## config.mk

```make
export PLATFORM = sky130hd
export DESIGN_NAME = inst_fetch_queue
export DESIGN_NICKNAME = d
export VERILOG_FILES = /design/src/rtl/inst_fetch_queue.sv
export SDC_FILE = /design/constraint.sdc
export NUM_CORES = 1
export LEC_CHECK = 0
export ABC_AREA = 1
export CAP_MARGIN = 10
export CELL_PAD_IN_SITES_DETAIL_PLACEMENT = 1
export CELL_PAD_IN_SITES_GLOBAL_PLACEMENT = 1
export CORE_MARGIN = 5
export CORE_UTILIZATION = 40
export DETAILED_ROUTE_END_ITERATION = 10
export PLACE_DENSITY = 0.83
export SLEW_MARGIN = 20
export SYNTH_ARGS = -nofsm -noshare
export SYNTH_HDL_FRONTEND = slang
export SYNTH_SLANG_ARGS = --single-unit
```

## constraint.sdc

```tcl
create_clock -name clk -period 7 [get_ports clk]
set_input_delay 1.4 -clock clk [delete_from_list [all_inputs] [get_ports clk]]
set_output_delay 1.4 -clock clk [all_outputs]
set_load 0.03 [all_outputs]
```

## src/rtl/inst_fetch_queue.sv

```systemverilog
// Instruction fetch queue: fetches from a combinational ROM and buffers up to DEPTH {pc, inst} entries.
// Latency: the first entry after reset or redirect appears on dq_valid two cycles later; after that, one entry per cycle.
// Backpressure: when dq_ready is low the queue fills, then fetch_pc and storage hold until decode pops.
module inst_fetch_queue #(
  parameter logic [31:0] RESET_PC = 32'h0000_0000,
  parameter int          DEPTH    = 2
) (
  input  logic        clk,
  input  logic        clrn,
  output logic [31:0] imem_a,
  input  logic [31:0] imem_inst,
  input  logic        redirect,
  input  logic [31:0] redirect_pc,
  output logic        dq_valid,
  input  logic        dq_ready,
  output logic [31:0] dq_inst,
  output logic [31:0] dq_pc,
  output logic [2:0]  count
);

  localparam int          PW      = $clog2(DEPTH);
  localparam logic [2:0]  DEPTH_C = 3'(DEPTH);
  localparam logic [31:0] PC_MASK = 32'hFFFF_FFFC;

  logic [31:0]   fetch_pc_q, fetch_pc_d;
  logic [2:0]    count_q, count_d;
  logic [PW-1:0] head_q, head_d;
  logic [PW-1:0] tail_q, tail_d;
  logic [31:0]   pc_mem_q [DEPTH];
  logic [31:0]   pc_mem_d [DEPTH];
  logic [31:0]   inst_mem_q [DEPTH];
  logic [31:0]   inst_mem_d [DEPTH];
  logic          pop, push;

  // Pointer increment that wraps modulo DEPTH.
  function automatic logic [PW-1:0] ptr_inc(input logic [PW-1:0] p);
    return (p == PW'(DEPTH - 1)) ? '0 : p + 1'b1;
  endfunction

  // Handshake decode and next-state computation; redirect wins over push/pop.
  always_comb begin
    dq_valid   = (count_q != 3'd0) & ~redirect;
    pop        = dq_valid & dq_ready;
    push       = ~redirect & ((count_q < DEPTH_C) | pop);
    fetch_pc_d = fetch_pc_q;
    count_d    = count_q;
    head_d     = head_q;
    tail_d     = tail_q;
    pc_mem_d   = pc_mem_q;
    inst_mem_d = inst_mem_q;
    if (redirect) begin
      fetch_pc_d = redirect_pc & PC_MASK;
      count_d    = 3'd0;
      head_d     = '0;
      tail_d     = '0;
    end else begin
      if (push) begin
        pc_mem_d[tail_q]   = fetch_pc_q;
        inst_mem_d[tail_q] = imem_inst;
        tail_d             = ptr_inc(tail_q);
        fetch_pc_d         = fetch_pc_q + 32'd4;
      end
      if (pop) begin
        head_d = ptr_inc(head_q);
      end
      count_d = count_q + {2'b00, push} - {2'b00, pop};
    end
  end

  // Control state with synchronous active-low reset; reset abandons queued entries.
  always_ff @(posedge clk) begin
    if (!clrn) begin
      fetch_pc_q <= RESET_PC & PC_MASK;
      count_q    <= 3'd0;
      head_q     <= '0;
      tail_q     <= '0;
    end else begin
      fetch_pc_q <= fetch_pc_d;
      count_q    <= count_d;
      head_q     <= head_d;
      tail_q     <= tail_d;
    end
  end

  // Entry storage; contents are only meaningful while counted, so no reset.
  always_ff @(posedge clk) begin
    pc_mem_q   <= pc_mem_d;
    inst_mem_q <= inst_mem_d;
  end

  assign imem_a  = fetch_pc_q;
  assign dq_inst = inst_mem_q[head_q];
  assign dq_pc   = pc_mem_q[head_q];
  assign count   = count_q;

endmodule

```

# --- Word-level counts from Yosys, hierarchy flattened ---
# Cells that the tools add are included.
word_totals:
  reg_bits: 165
  input_bits: 68
  output_inout_bits: 100
  wordCells: 45
op_classes:
  n_addsub: 5
  magnitude_cmp: 4
  n_mux: 14
  bitwise_logic: 8
  n_reduce_logical: 5
ops:
  columns: ["op", "n"]
  rows:
  - ["$mux W32", 9]
  - ["$bwmux W64", 2]
  - ["$add A32 B3 Y32 const B", 1]
  - ["$demux W32 S1", 1]
  - ["$ge A2 B2 Y1 const B", 2]
  - ["$not A1 Y2", 2]
  - ["$add A3 B1 Y3", 1]
  - ["$and A1 B1 Y1", 3]
  - ["$lt A3 B2 Y1 const B", 1]
  - ["$reduce_bool A3 Y1", 1]
  - ["$sub A3 B1 Y3", 1]
  - ["$add A1 B1 Y1 const B", 2]
  - ["$lt A2 B1 Y1 const B", 1]
  - ["$mux W1", 2]
  - ["$not A1 Y1", 2]
  - ["$reduce_and A2 Y1", 1]
  - ["$reduce_bool A2 Y1", 1]
  - ["$reduce_or A2 Y1", 1]
  - ["$logic_and A1 B1 Y1", 1]
  - ["$or A1 B1 Y1", 1]

# --- Longest topological paths before layout ---
# Gate-level depths: netlist of the first run.
logic_depth:
  depth_word: 7
  mapped_depth: 11
  ltp_nobuf: 11

# --- Least setup slack after synthesis of the first run ---
# OpenSTA, ideal clock, no wires.
synth_path:
  kind: "input to register"
  start: "in redirect"
  end: "reg inst_mem_q[0] (netlist bit), enable pin"
  setup_time_ns: 0.482
  arrival_ns: 4.498
  t_required_ns: 6.518
  path_slack_ns: 2.020
  cell_stages: 6
  n_path_buf: 1
  cell_sequence: "buf_6 -> inv_6 -> nand3_4 -> nand2_8 -> nand2_4 -> nor2_1"
synth_via:
  elab_chain_len: 6
synth_lines:
  columns: ["item", "line_no", "rtl"]
  rows:
  - ["from (decl)", "12", "input logic redirect,"]
  - ["$not A1 Y1 (no source line) (*)", null, null]
  - ["$and A1 B1 Y1", "42", "dq_valid = (count_q != 3'd0) & ~redirect;"]
  - ["$and A1 B1 Y1", "43", "pop = dq_valid & dq_ready;"]
  - ["$or A1 B1 Y1", "44", "push = ~redirect & ((count_q < DEPTH_C) | pop);"]
  - ["$and A1 B1 Y1", "44", null]
  - ["$reduce_and A2 Y1 (no source line) (*)", null, null]
  - ["to (signal assigned)", "88", "inst_mem_q <= inst_mem_d;"]
  - ["to (decl)", "31", "logic [31:0] inst_mem_q [DEPTH];"]
# Every way passes the cells marked *; elsewhere a longest branch is shown, timed or not.
# A chain may end at the register's enable or synchronous reset.

# --- Final worst setup path of the first run ---
layout_path:
  start: "in redirect"
  end: "out dq_valid"
layout_via:
  elab_chain_len: 2
layout_lines:
  columns: ["item", "line_no", "rtl"]
  rows:
  - ["$not A1 Y1 (no source line)", null, null]
  - ["$and A1 B1 Y1", "42", null]
  - ["to (decl)", "14", "output logic dq_valid,"]
# Every way passes these cells.

==> impl_metrics.tcl, run 1 <==
set metrics [dict create \
    cts-resized-gates 0 \
    seq_power_share_pct 47.0 \
    hold_buffers 0 \
    clkLatencyLatePin_ps 410 \
    syn_avg_cell_area_um2 9.524 \
    ys_seq_elements 159 \
    async_reset_ff_share_pct 0 \
    synth.most_common_cell "nand2_1" \
    hold_depth 2 \
    fin_cells 1132 \
    whs_endpoint "tail_q" \
    final_hold_viol_count 0 \
    p_sw_share_pct 25.10 \
    core.rowCount 48 \
    vdd_drop_max_v 0.0001690 \
    setup-tns-final_ps 0 \
    r2r_end "inst_mem_q[55]" \
    pwr-share-clk_pct 38.1 \
    reg2reg_from "count[1]" \
    synth.top_cells.by_count "319 x nand2_1, 124 x edfxtp_1, 48 x inv_1" \
    p_sw_uw 596.1 \
    yosysTopAreaCell "edfxtp_1" \
    p_leak_nw 3.608 \
    relSlewSlack_pct 51.18 \
    core_area_mm2 0.01718 \
    fmax_mhz 230.7 \
    cts_buffers 17 \
    finalInstanceArea_mm2 0.009369 \
    outcome "completed" \
    intPower_mw 1.779 \
    grt_max_degree 64 \
    power.density_mw_per_mm2 253.5 \
    postSynthCellCount 732 \
    whs_ps 490.0 \
    globalRouteOverflowTotal 0 \
    rr_worst_depth 9 \
    die_h_um 142.0 \
    cts_tree "done" \
    drc 0 \
    end_kind "primary output" \
    slew_violations 0 \
    cp-start-kind "input pin" \
    die_area_mm2 0.02017 \
    ff2ff_setup_slack_ps 4430 \
    place_inst 1100 \
    drt_iter0_markers 324 \
    cts_sinks 159 \
    syn2layout_area_growth_pct 34.39 \
    cts_setup_buffers 0 \
    crit_type "in -> out" \
    placed_cell_area_mm2 0.008791 \
    wl_per_cell_um 16.76 \
    netlist_area_mm2 0.006972 \
    yosys.area.top_type_share_pct 53.41 \
    min_from "tail_q" \
    portBuffers 161 \
    initial_core_util_pct 40.59 \
    worstMarginPinSlew_ps 732.4 \
    groute.usage.overall_pct 19.29 \
    finalNetCount 967 \
    yosysUniqueCellTypes 34 \
    num_io_pins 168 \
    cts_buffer_depth 2 \
    drive_gt1_share_pct 6.836 \
    synth.yosys.seq_area_share_pct 63.46 \
    fin_crit_ps 4336 \
    antenna_cells 0 \
    fillers 1940 \
    period_share_pct 61.94 \
    synth_ff_type "edfxtp_1" \
    required_ps 5600 \
    worstPathMaxFanout 27 \
    place_congestion 0.8691 \
    viasPerCell 4.977 \
    clock_skew_ps 6.477 \
    drv_cap 0 \
    rsz0062_at_grt "no" \
    die_w_um 142.0 \
    route.vias.total 5634 \
    ant_nets 0 \
    grt_pass1_wl_mm 30.36 \
    fin_util_pct 54.55 \
    setup_violations 0 \
    arrival_ps 2940 \
    synth.area.top_cells "edfxtp_1 53%, nand2_1 17%, dfxtp_1 10%" \
    hold_path.class "reg -> reg" \
    synth_edf_count 124 \
    clockRootBuffer "clkbuf_16" \
    firstDrtPassIters 4 \
    p_comb_share_pct 14.9 \
    h-tree-depth 4 \
    clk_pin_slew_worst_paths_ps 60 \
    antenna_found_initial 0 \
    drt_wl_total_mm 18.97 \
    grt_pass1_vias 5899 \
    post-dp-hpwl_mm 13.06 \
    yosysWarningCount 0 \
]
[cells in the final DEF (no fill, tap or decap), drive strengths merged]
cell type,instances
mux2i,1
nor2,54
buf,7
nand3b,1
nand4,7
o21ai,13
a21o,1
conb,4
nor3,4
a31oi,7
fa,1
clkinvlp,1
inv,53
clkbuf,20
clkinv,7
or2,6
ha,4
dfxtp,35
a211oi,2
edfxtp,124
o21bai,4
a21oi,22
clkdlybuf4s50,161
nand2,324
xor2,3
nand3,38
bufinv,3
[worst max path at each step]
| stage | start | end | slack (ps) | depth (start not counted) |
|---|---|---|---|---|
| after floorplan | redirect | inst_mem_q[0] | 2020 | 6 |
| after global placement | redirect | dq_valid | 2670 | 4 |
| after detailed placement | redirect | inst_mem_q[59] | 2600 | 10 |
| after CTS | redirect | dq_valid | 2660 | 4 |
| after global routing | redirect | dq_valid | 2610 | 4 |
| final | redirect | dq_valid | 2660 | 4 |
[routing by layer]
layer | track usage, % | vias to the layer above | share of wire, %
met3 | 4.200 | 20 | 5.1
met1 | 23.27 | 2726 | 41
met2 | 34.09 | 174 | 52
met4 | 6.717 | 0 | 1.8
met5 | 0 | - | 0
li1 | - | 2714 | -
[sequential cells by signal, indices dropped and copies added, names as in the netlist]
name and cells:
head_q 1, tail_q 1, pc_mem_q 60, inst_mem_q 64, count 3, imem_a 30
[cell type report]
class,count,area (um^2),share of cell area [%]
clock buffers,20,436.7,4.661
clock inverters,12,141.4,1.509
inverters,52,200.2,2.137
multi-input cells,496,2220,23.69
flip-flops and latches,159,4425,47.24
well taps,225,281.5,3.005
repair buffers,168,1664,17.76
[logic make-up after synthesis]
logic type	share of synthesized area (%)
other cells	0.05379
mux	0.1436
simple gates	26.09
flops	63.46
xor+xnor	0.3770
compound gates	3.894
fa+ha+maj	1.005
buf+inv	4.971
[stage by stage]
step	setup WS, ps	power, mW
6_report	2665	2.375
3_5_place_dp	2604	1.492
5_1_grt	2607	2.477
4_1_cts	2659	2.399
3_3_place_gp	2675	1.481
2_1_floorplan	2020	1.320
[power by group through the flow]
stage          clock, mW  sequential, mW  combinational (mW)
2_1_floorplan          0            1.15               0.170
3_3_place_gp           0            1.13               0.349
3_5_place_dp           0            1.14               0.357
4_1_cts            0.924            1.12               0.359
5_1_grt            0.975            1.12               0.380
6_report           0.906            1.12               0.353
[worst max-delay path, stage by stage]
cell and delay [ps]:
clkdlybuf4s50_1 390, buf_4 240, a31oi_1 200, clkdlybuf4s50_1 700
No activity file was read; power rests on OpenSTA's default activity.
==> run 2: changes to the inputs <==
--- a/config.mk
+++ b/config.mk
@@ -10,9 +10,9 @@
 export CELL_PAD_IN_SITES_DETAIL_PLACEMENT = 1
 export CELL_PAD_IN_SITES_GLOBAL_PLACEMENT = 1
 export CORE_MARGIN = 5
-export CORE_UTILIZATION = 40
+export CORE_UTILIZATION = 38
 export DETAILED_ROUTE_END_ITERATION = 10
-export PLACE_DENSITY = 0.83
+export PLACE_DENSITY = 0.8
 export SLEW_MARGIN = 20
 export SYNTH_ARGS = -nofsm -noshare
 export SYNTH_HDL_FRONTEND = slang
==> constraint.sdc (replaced) <==
create_clock -name clk -period 4 [get_ports clk]
set_input_delay 0.8 -clock clk [delete_from_list [all_inputs] [get_ports clk]]
set_output_delay 0.8 -clock clk [all_outputs]
set_load 0.03 [all_outputs]
==> run 2 against run 1 <==
Compared with the run above: clock skew up 2.9 ps; highest routed layer unchanged; worst hold slack worse by 22 ps; sequential share of layout area down 0.42 points; largest cell class unchanged; clock power up 88%; core utilization down 2.1 points; via count down 2.2%; die area up 4.9%; cell area up 0.89%; routed wire length down 0.42%; power up 80%; cell count up 0.53%; clock-buffer cell count down 2.
==> impl_metrics.tcl, run 2 (synthesis results as in run 1) <==
set metrics [dict create \
    end_kind "primary output" \
    cts-resized-gates 0 \
    finalNetCount 969 \
    core.rowCount 49 \
    hold_buffers 0 \
    grt_max_degree 64 \
    crit_type "in -> out" \
    initial_core_util_pct 38.68 \
    clockRootBuffer "clkbuf_16" \
    worstMarginPinSlew_ps 722.2 \
    ff2ff_setup_slack_ps 1560 \
    syn2layout_area_growth_pct 35.59 \
    route.vias.total 5512 \
    portBuffers 161 \
    die_area_mm2 0.02116 \
    reg2reg_from "count[1]" \
    firstDrtPassIters 4 \
    ant_nets 0 \
    vdd_drop_max_v 0.0003007 \
    largest_reg_flops 64 \
    whs_endpoint "tail_q" \
    cts_setup_buffers 0 \
    clock_skew_ps 9.415 \
    clk_pin_slew_worst_paths_ps 60 \
    fmax_mhz 307.4 \
    relSlewSlack_pct 51.85 \
    finalInstanceArea_mm2 0.009453 \
    antenna_cells 0 \
    grt_pass1_vias 5705 \
    cp-start-kind "input pin" \
    h-tree-depth 4 \
    core_area_mm2 0.01802 \
    die_h_um 145.5 \
    cts_sinks 159 \
    cts_buffers 17 \
    p_leak_nw 3.643 \
    required_ps 3200 \
    antenna_found_initial 0 \
    period_share_pct 81.34 \
    outcome "completed" \
    viasPerCell 4.844 \
    final_hold_viol_count 0 \
    drc 0 \
    place_inst 1106 \
    rsz0062_at_grt "no" \
    final_common_cell "nand2_1" \
    die_w_um 145.5 \
    place_congestion 0.8451 \
    globalRouteOverflowTotal 0 \
    fin_cells 1138 \
    r2r_end "inst_mem_q[49]" \
    drv_cap 0 \
    grt_pass1_wl_mm 30.46 \
    worstPathMaxFanout 26 \
    hold_path.class "reg -> reg" \
    hold_depth 2 \
    setup_violations 0 \
    slew_violations 0 \
    layout_setup_ws_ps 746.5 \
    drive_gt1_share_pct 7.371 \
    placed_cell_area_mm2 0.008836 \
    final_cell_mix "319 x nand2_1, 161 x clkdlybuf4s50_1, 124 x edfxtp_1, 47 x inv_1, 42 x nor2_1" \
    setup-tns-final_ps 0 \
    cts_tree "done" \
    wl_per_cell_um 16.60 \
    drt_iter0_markers 283 \
    clkLatencyLatePin_ps 430 \
    post-dp-hpwl_mm 13.20 \
    power.density_mw_per_mm2 452.4 \
    drt_wl_total_mm 18.89 \
    largest-register "inst_mem_q" \
    groute.usage.overall_pct 18.02 \
    dp_slack_ps 469.4 \
    num_io_pins 168 \
    fin_crit_ps 3253 \
    min_from "tail_q" \
    arrival_ps 2450 \
    cts_buffer_depth 2 \
    rr_worst_depth 9 \
]
run 2: cell count changes in the layout (fill, tap and decap cells not counted), sizes merged:
cell and delta:
clkinv -1, bufinv +1, inv +1, clkinvlp +1, clkbuf -2, buf +2
run 2: routing by layer:
metal	global-route usage [%]	wire, um	up-vias
met4	5.690	309	0
met1	22.29	8203	2649
met5	0	0	-
met3	4.080	848	26
li1	-	-	2711
met2	31.37	9527	126
run 2: area by class of cell:
class | instances | area (um^2)
clock buffer | 18 | 429.2
clock inverter | 14 | 187.7
fill | 2025 | 8572
inverter | 52 | 200.2
multi-input combinational | 496 | 2220
sequential | 159 | 4425
tap | 229 | 286.5
timing repair buffer | 170 | 1704
run 2: worst max path at each step:
stage | startpoint | end | slack, ps
after CTS | redirect | dq_valid | 740
after floorplan | redirect | inst_mem_q[0] | 670
final | redirect | dq_valid | 750
after global routing | redirect | dq_valid | 670
after global placement | redirect | pc_mem_q[63] | 530
after detailed placement | redirect | inst_mem_q[46] | 470
run 2: where the power goes:
part	internal, mW	switching, mW	total (mW)	leakage [nW]
combinational	0.253	0.369	0.622	1.88
clock	1.04	0.659	1.70	0.296
sequential	1.89	0.0634	1.95	1.47
total	3.19	1.09	4.28	3.64
run 2: worst max-delay path, stage by stage:
cell and delay, ps:
clkdlybuf4s50_1 480, buf_4 280, a31oi_1 190, clkdlybuf4s50_1 700
run 2: stage by stage:
step	total power [mW]	utilization (%)	hold WS, ps
2_1_floorplan	2.310	-	443.7
3_3_place_gp	2.599	49.02	453.5
3_5_place_dp	2.618	49.02	463.6
4_1_cts	4.324	52.44	473.5
5_1_grt	4.441	52.44	522.8
6_report	4.277	52.44	468.5
==> run 3: changes to the inputs <==
==> constraint.sdc (replaced) <==
create_clock -name clk -period 3.1 [get_ports clk]
set_input_delay 0.62 -clock clk [delete_from_list [all_inputs] [get_ports clk]]
set_output_delay 0.62 -clock clk [all_outputs]
set_load 0.03 [all_outputs]
==> run 3 against run 2 <==
Compared with the run above: register-to-register slack worse by 770 ps; clock power up 24%; sequential share of layout area about the same; power up 27%; critical path type is now in -> reg; critical endpoint is now count[2]; cell area about the same.
==> impl_metrics.tcl, run 3 (synthesis results as in run 1) <==
set metrics [dict create \
    wl_per_cell_um 16.88 \
    drv_cap 0 \
    initial_core_util_pct 38.68 \
    regArea_mm2 0.004425 \
    largest-register "inst_mem_q" \
    drc 0 \
    end_kind "register" \
    required_ps 3410 \
    power.density_mw_per_mm2 575.5 \
    cts_tree "done" \
    hold_buffers 0 \
    drive_gt1_share_pct 14.38 \
    final_cell_mix "319 x nand2_1, 124 x edfxtp_1, 98 x clkdlybuf4s50_1, 60 x buf_4, 47 x inv_1" \
    cp_slowest_stage_delay_ps 480 \
    vdd_drop_max_v 0.0003891 \
    relSlewSlack_pct 51.17 \
    firstDrtPassIters 4 \
    clockRootBuffer "clkbuf_16" \
    placed_cell_area_mm2 0.008843 \
    slew_violations 0 \
    outcome "completed" \
    largest_reg_flops 64 \
    groute.usage.overall_pct 18.12 \
    final_common_cell "nand2_1" \
    worstPathMaxFanout 18 \
    grt_pass1_wl_mm 30.78 \
    worstMarginPinSlew_ps 732.4 \
    cts_buffer_depth 2 \
    fillers 2035 \
    rsz0062_at_grt "no" \
    route.vias.total 5544 \
    antenna_found_initial 1 \
    clock_skew_ps 9.766 \
    drt_wl_total_mm 19.27 \
    cp_cell_sequence "clkdlybuf4s50_1, inv_6, nand3_4, nand2_8, nand2_4, ha_1, inv_1, ha_1, fa_1, xor2_1, nor2_1" \
    syn2layout_area_growth_pct 35.50 \
    crit_type "in -> reg" \
    ff2ff_setup_slack_ps 790 \
    crit_top_cell "ha_1" \
    clk_pin_slew_worst_paths_ps 60 \
    die_h_um 145.5 \
    cts_sinks 159 \
    cts_buffers 17 \
    core.rowCount 49 \
    viasPerCell 4.859 \
    grt_pass1_vias 5943 \
    portBuffers 161 \
    ant_nets 0 \
    fmax_mhz 405.9 \
    crit_slowest_cell "clkdlybuf4s50_1" \
    p_leak_nw 3.767 \
    drt_iter0_markers 282 \
    place_congestion 0.7971 \
    period_share_pct 79.48 \
    num_io_pins 168 \
    finalInstanceArea_mm2 0.009447 \
    final_hold_viol_count 0 \
    setup-tns-final_ps 0 \
    cts-resized-gates 0 \
    die_area_mm2 0.02116 \
    grt_max_degree 64 \
    clkLatencyLatePin_ps 420 \
    layout_setup_ws_ps 636.1 \
    globalRouteOverflowTotal 0 \
    die_w_um 145.5 \
    cp-start-kind "input pin" \
    h-tree-depth 4 \
    hold_path.class "reg -> reg" \
    multi_input_area_mm2 0.002220 \
    arrival_ps 2770 \
    cts_setup_buffers 0 \
    dp_slack_ps 195.1 \
    fin_crit_ps 2464 \
    core_area_mm2 0.01802 \
    setup_violations 0 \
    post-dp-hpwl_mm 13.32 \
    finalNetCount 971 \
]
-- run 3: changes by cell type in the layout (fill, tap and decap cells not counted), sizes merged --
cell | previous run | this run
clkinv | 6 | 5
clkinvlp | 2 | 0
inv | 54 | 53
bufinv | 4 | 1
diode | 0 | 1
clkbuf | 18 | 25
clkdlybuf4s50 | 161 | 98
buf | 9 | 74
-- run 3: power by group --
part	leakage, nW	switching (mW)	total [mW]	internal, mW
sequential	1.47	0.0797	2.52	2.44
combinational	2.00	0.489	0.823	0.334
clock	0.297	0.821	2.10	1.28
total	3.77	1.39	5.44	4.05
-- run 3: routing by layer --
layer | track usage [%] | share of wire, % | routed length [um] | vias to the layer above
met5 | 0 | 0 | 0 | -
met4 | 5.224 | 1.1 | 206 | 0
met3 | 4.080 | 5.5 | 1067 | 13
met2 | 33.07 | 52 | 10080 | 140
met1 | 21.29 | 41 | 7910 | 2665
li1 | - | - | - | 2726
-- run 3: per-stage QoR --
| stage | power [mW] | hold WS, ps | util [%] | instances |
|---|---|---|---|---|
| after floorplan | 2.981 | 444.1 | - | 735 |
| after global placement | 3.371 | 454.5 | 49.06 | 1108 |
| after detailed placement | 3.396 | 489.4 | 49.06 | 1108 |
| after CTS | 5.493 | 498.5 | 52.39 | 1140 |
| after global routing | 5.648 | 530.9 | 52.41 | 1141 |
| final | 5.436 | 496.0 | 52.41 | 1141 |
-- run 3: cell type report --
cell class                 instances  share of cell area (%)
clock inverter                     7                  0.7550
antenna                            1                 0.02649
timing repair buffer             172                   18.12
sequential                       159                   46.85
multi-input combinational        496                   23.50
tap                              229                   3.033
clock buffer                      25                   5.603
inverter                          52                   2.119
-- run 3: final timing paths --
path | cells after the start | start | end
worst min-delay path | 2 | tail_q | tail_q
worst min register to register | 2 | tail_q | tail_q
worst max-delay path | 11 | redirect | count[2]
worst max register to register | 11 | count[1] | count[2]
-- run 3: critical path: cells and delay by family --
family                   cells  cell delay [ps]
buffers and inverters        3              630
AND/OR/NAND/NOR              4              440
XOR/XNOR                     1              180
adder cells (fa/ha/maj)      3              900
==> edit (settings of run 1) <==
Put one more register stage on the output `count`, without a reset. The value now appears one clock later. The other outputs are not delayed to match.
--- a/src/rtl/inst_fetch_queue.sv
+++ b/src/rtl/inst_fetch_queue.sv
@@ -92,5 +92,7 @@
   assign dq_inst = inst_mem_q[head_q];
   assign dq_pc   = pc_mem_q[head_q];
-  assign count   = count_q;
+  always_ff @(posedge clk) begin
+    count <= count_q;
+  end
 
 endmodule
Function: changed (Yosys sat finds a counterexample within 4 cycles, from zero or initial values).
==> edit against run 1 <==
- sequential cell count grew 3
- combinational power shrank 1%
- power grew 0.16%
- setup slack lost 0.40 ns
- wire length grew 2.8%
- area after synthesis grew 0.45%
- final area grew 0.53%
- die area grew 0.42%
- critical endpoint unchanged
- largest cell class unchanged
- largest power group unchanged
==> edit: results (changes against run 1) <==
* Least-Margin Pin Slew at 0.910 ns (+0.178 ns)
* ClkCell Share at 6.00% (-0.17 points)
* Global-route usage over all layers at 19.6% (+0.34 points)
* Max VDD drop at 0.197 mV (+17%)
* NetSw at 0.000606 W (+1.7%)
* Max Fanout on Critical Path at 13 (-52%)
* First-pass GRT wire length at 30,700 um (+1.1%)
* N_diodes at 1 (+1)
* CTS sink count at 162 (+1.9%)
* Largest stage delay, worst path at 0.73 ns (+0.03 ns)
* Post-synthesis mux area share at 0% (-0.14 points)
* Critical Path AT at 3.34 ns (+0.40 ns)
* Syn_area_per_cell at 9.55 um2 (+0.31%)
* Lkg Pwr at 3.62 nW (+0.28%)
* Synth cell types at 35 (+2.9%)
* Initial antenna violation count at 1 (+1)
* Total power at 0.00238 W (+0.16%)
* Status: finished clean
* Layout cells sized above 1 at 6.28% (-0.55 points)
* P_comb at 0.000349 W (-1%)
* Routed vias/inst at 4.87 (-2.1%)
* Metal-1 WL at 8000 um (+2.3%)
* Seq/Total Area, Yosys at 64.0% (+0.57 points)
* Met2 Routed Length at 10,400 um (+5.4%)
* Via Count at 5,521 (-2.0%)
* Adder-cell share of the synthesized area at 1.00% (-0.0045 points)
* Met1 usage at 22.4% (-0.87 points)
* Multi-input gates at 489 (-1.4%)
* Multi-input combinational area share at 23.2% (-0.48 points)
* Routability cong. at 0.782 (-10%)
* Post-Synth XOR/XNOR Area at 0.625% (+0.25 points)
* Compound-Gate Fraction of Synth Area at 4.18% (+0.29 points)
* Final-layout non-clock buffer area share at 17.9% (+0.092 points)
* Clk pwr at 0.000899 W (-0.8%)
* Final clock skew at 0.00592 ns (-0.000558 ns)
* Drt wl/cell at 17.2 um (+2.7%)
* DP HPWL at 13,400 um (+2.6%)
* Sequential Area at 0.00449 mm2 (+1.4%)
* Synth area leaders: edfxtp_1 (53%), nand2_1 (17%), dfxtp_1 (11%), nand3_1 (2.9%), inv_1 (2.7%)
* Worst hold stages at 0 (-2)
* Fillers at 1,936 (-0.21%)
* WL met3 at 834 um (-13%)
==> edit: changes by cell type after synthesis, moves of 3 or more <==
cell,before,now
buf_2,3,6
nand2_1,319,311
nor2_2,6,3
dfxtp_1,35,38
or2_2,6,0
nand4_1,7,3
nand3_1,37,40
o21ai_1,0,4
==> edit: worst paths after layout <==
kind,slack [ns],to,from
max,2.26,dq_valid,redirect
max reg2reg,4.40,inst_mem_q[44],count_q[1]
min,0.36,count[1],count_q[1]
min reg2reg,0.36,count[1],count_q[1]
==> edit: stage by stage <==
step                      setup slack, ns  utilization, %  area (um2)  hold slack [ns]
after detailed placement             1.90            51.4        8850            0.350
after global routing                 2.13            54.6        9420            0.362
after floorplan                      2.10               -        7010            0.331
after CTS                            2.25            54.6        9420            0.360
final                                2.26            54.6        9420            0.355
after global placement               1.98            51.4        8850            0.352
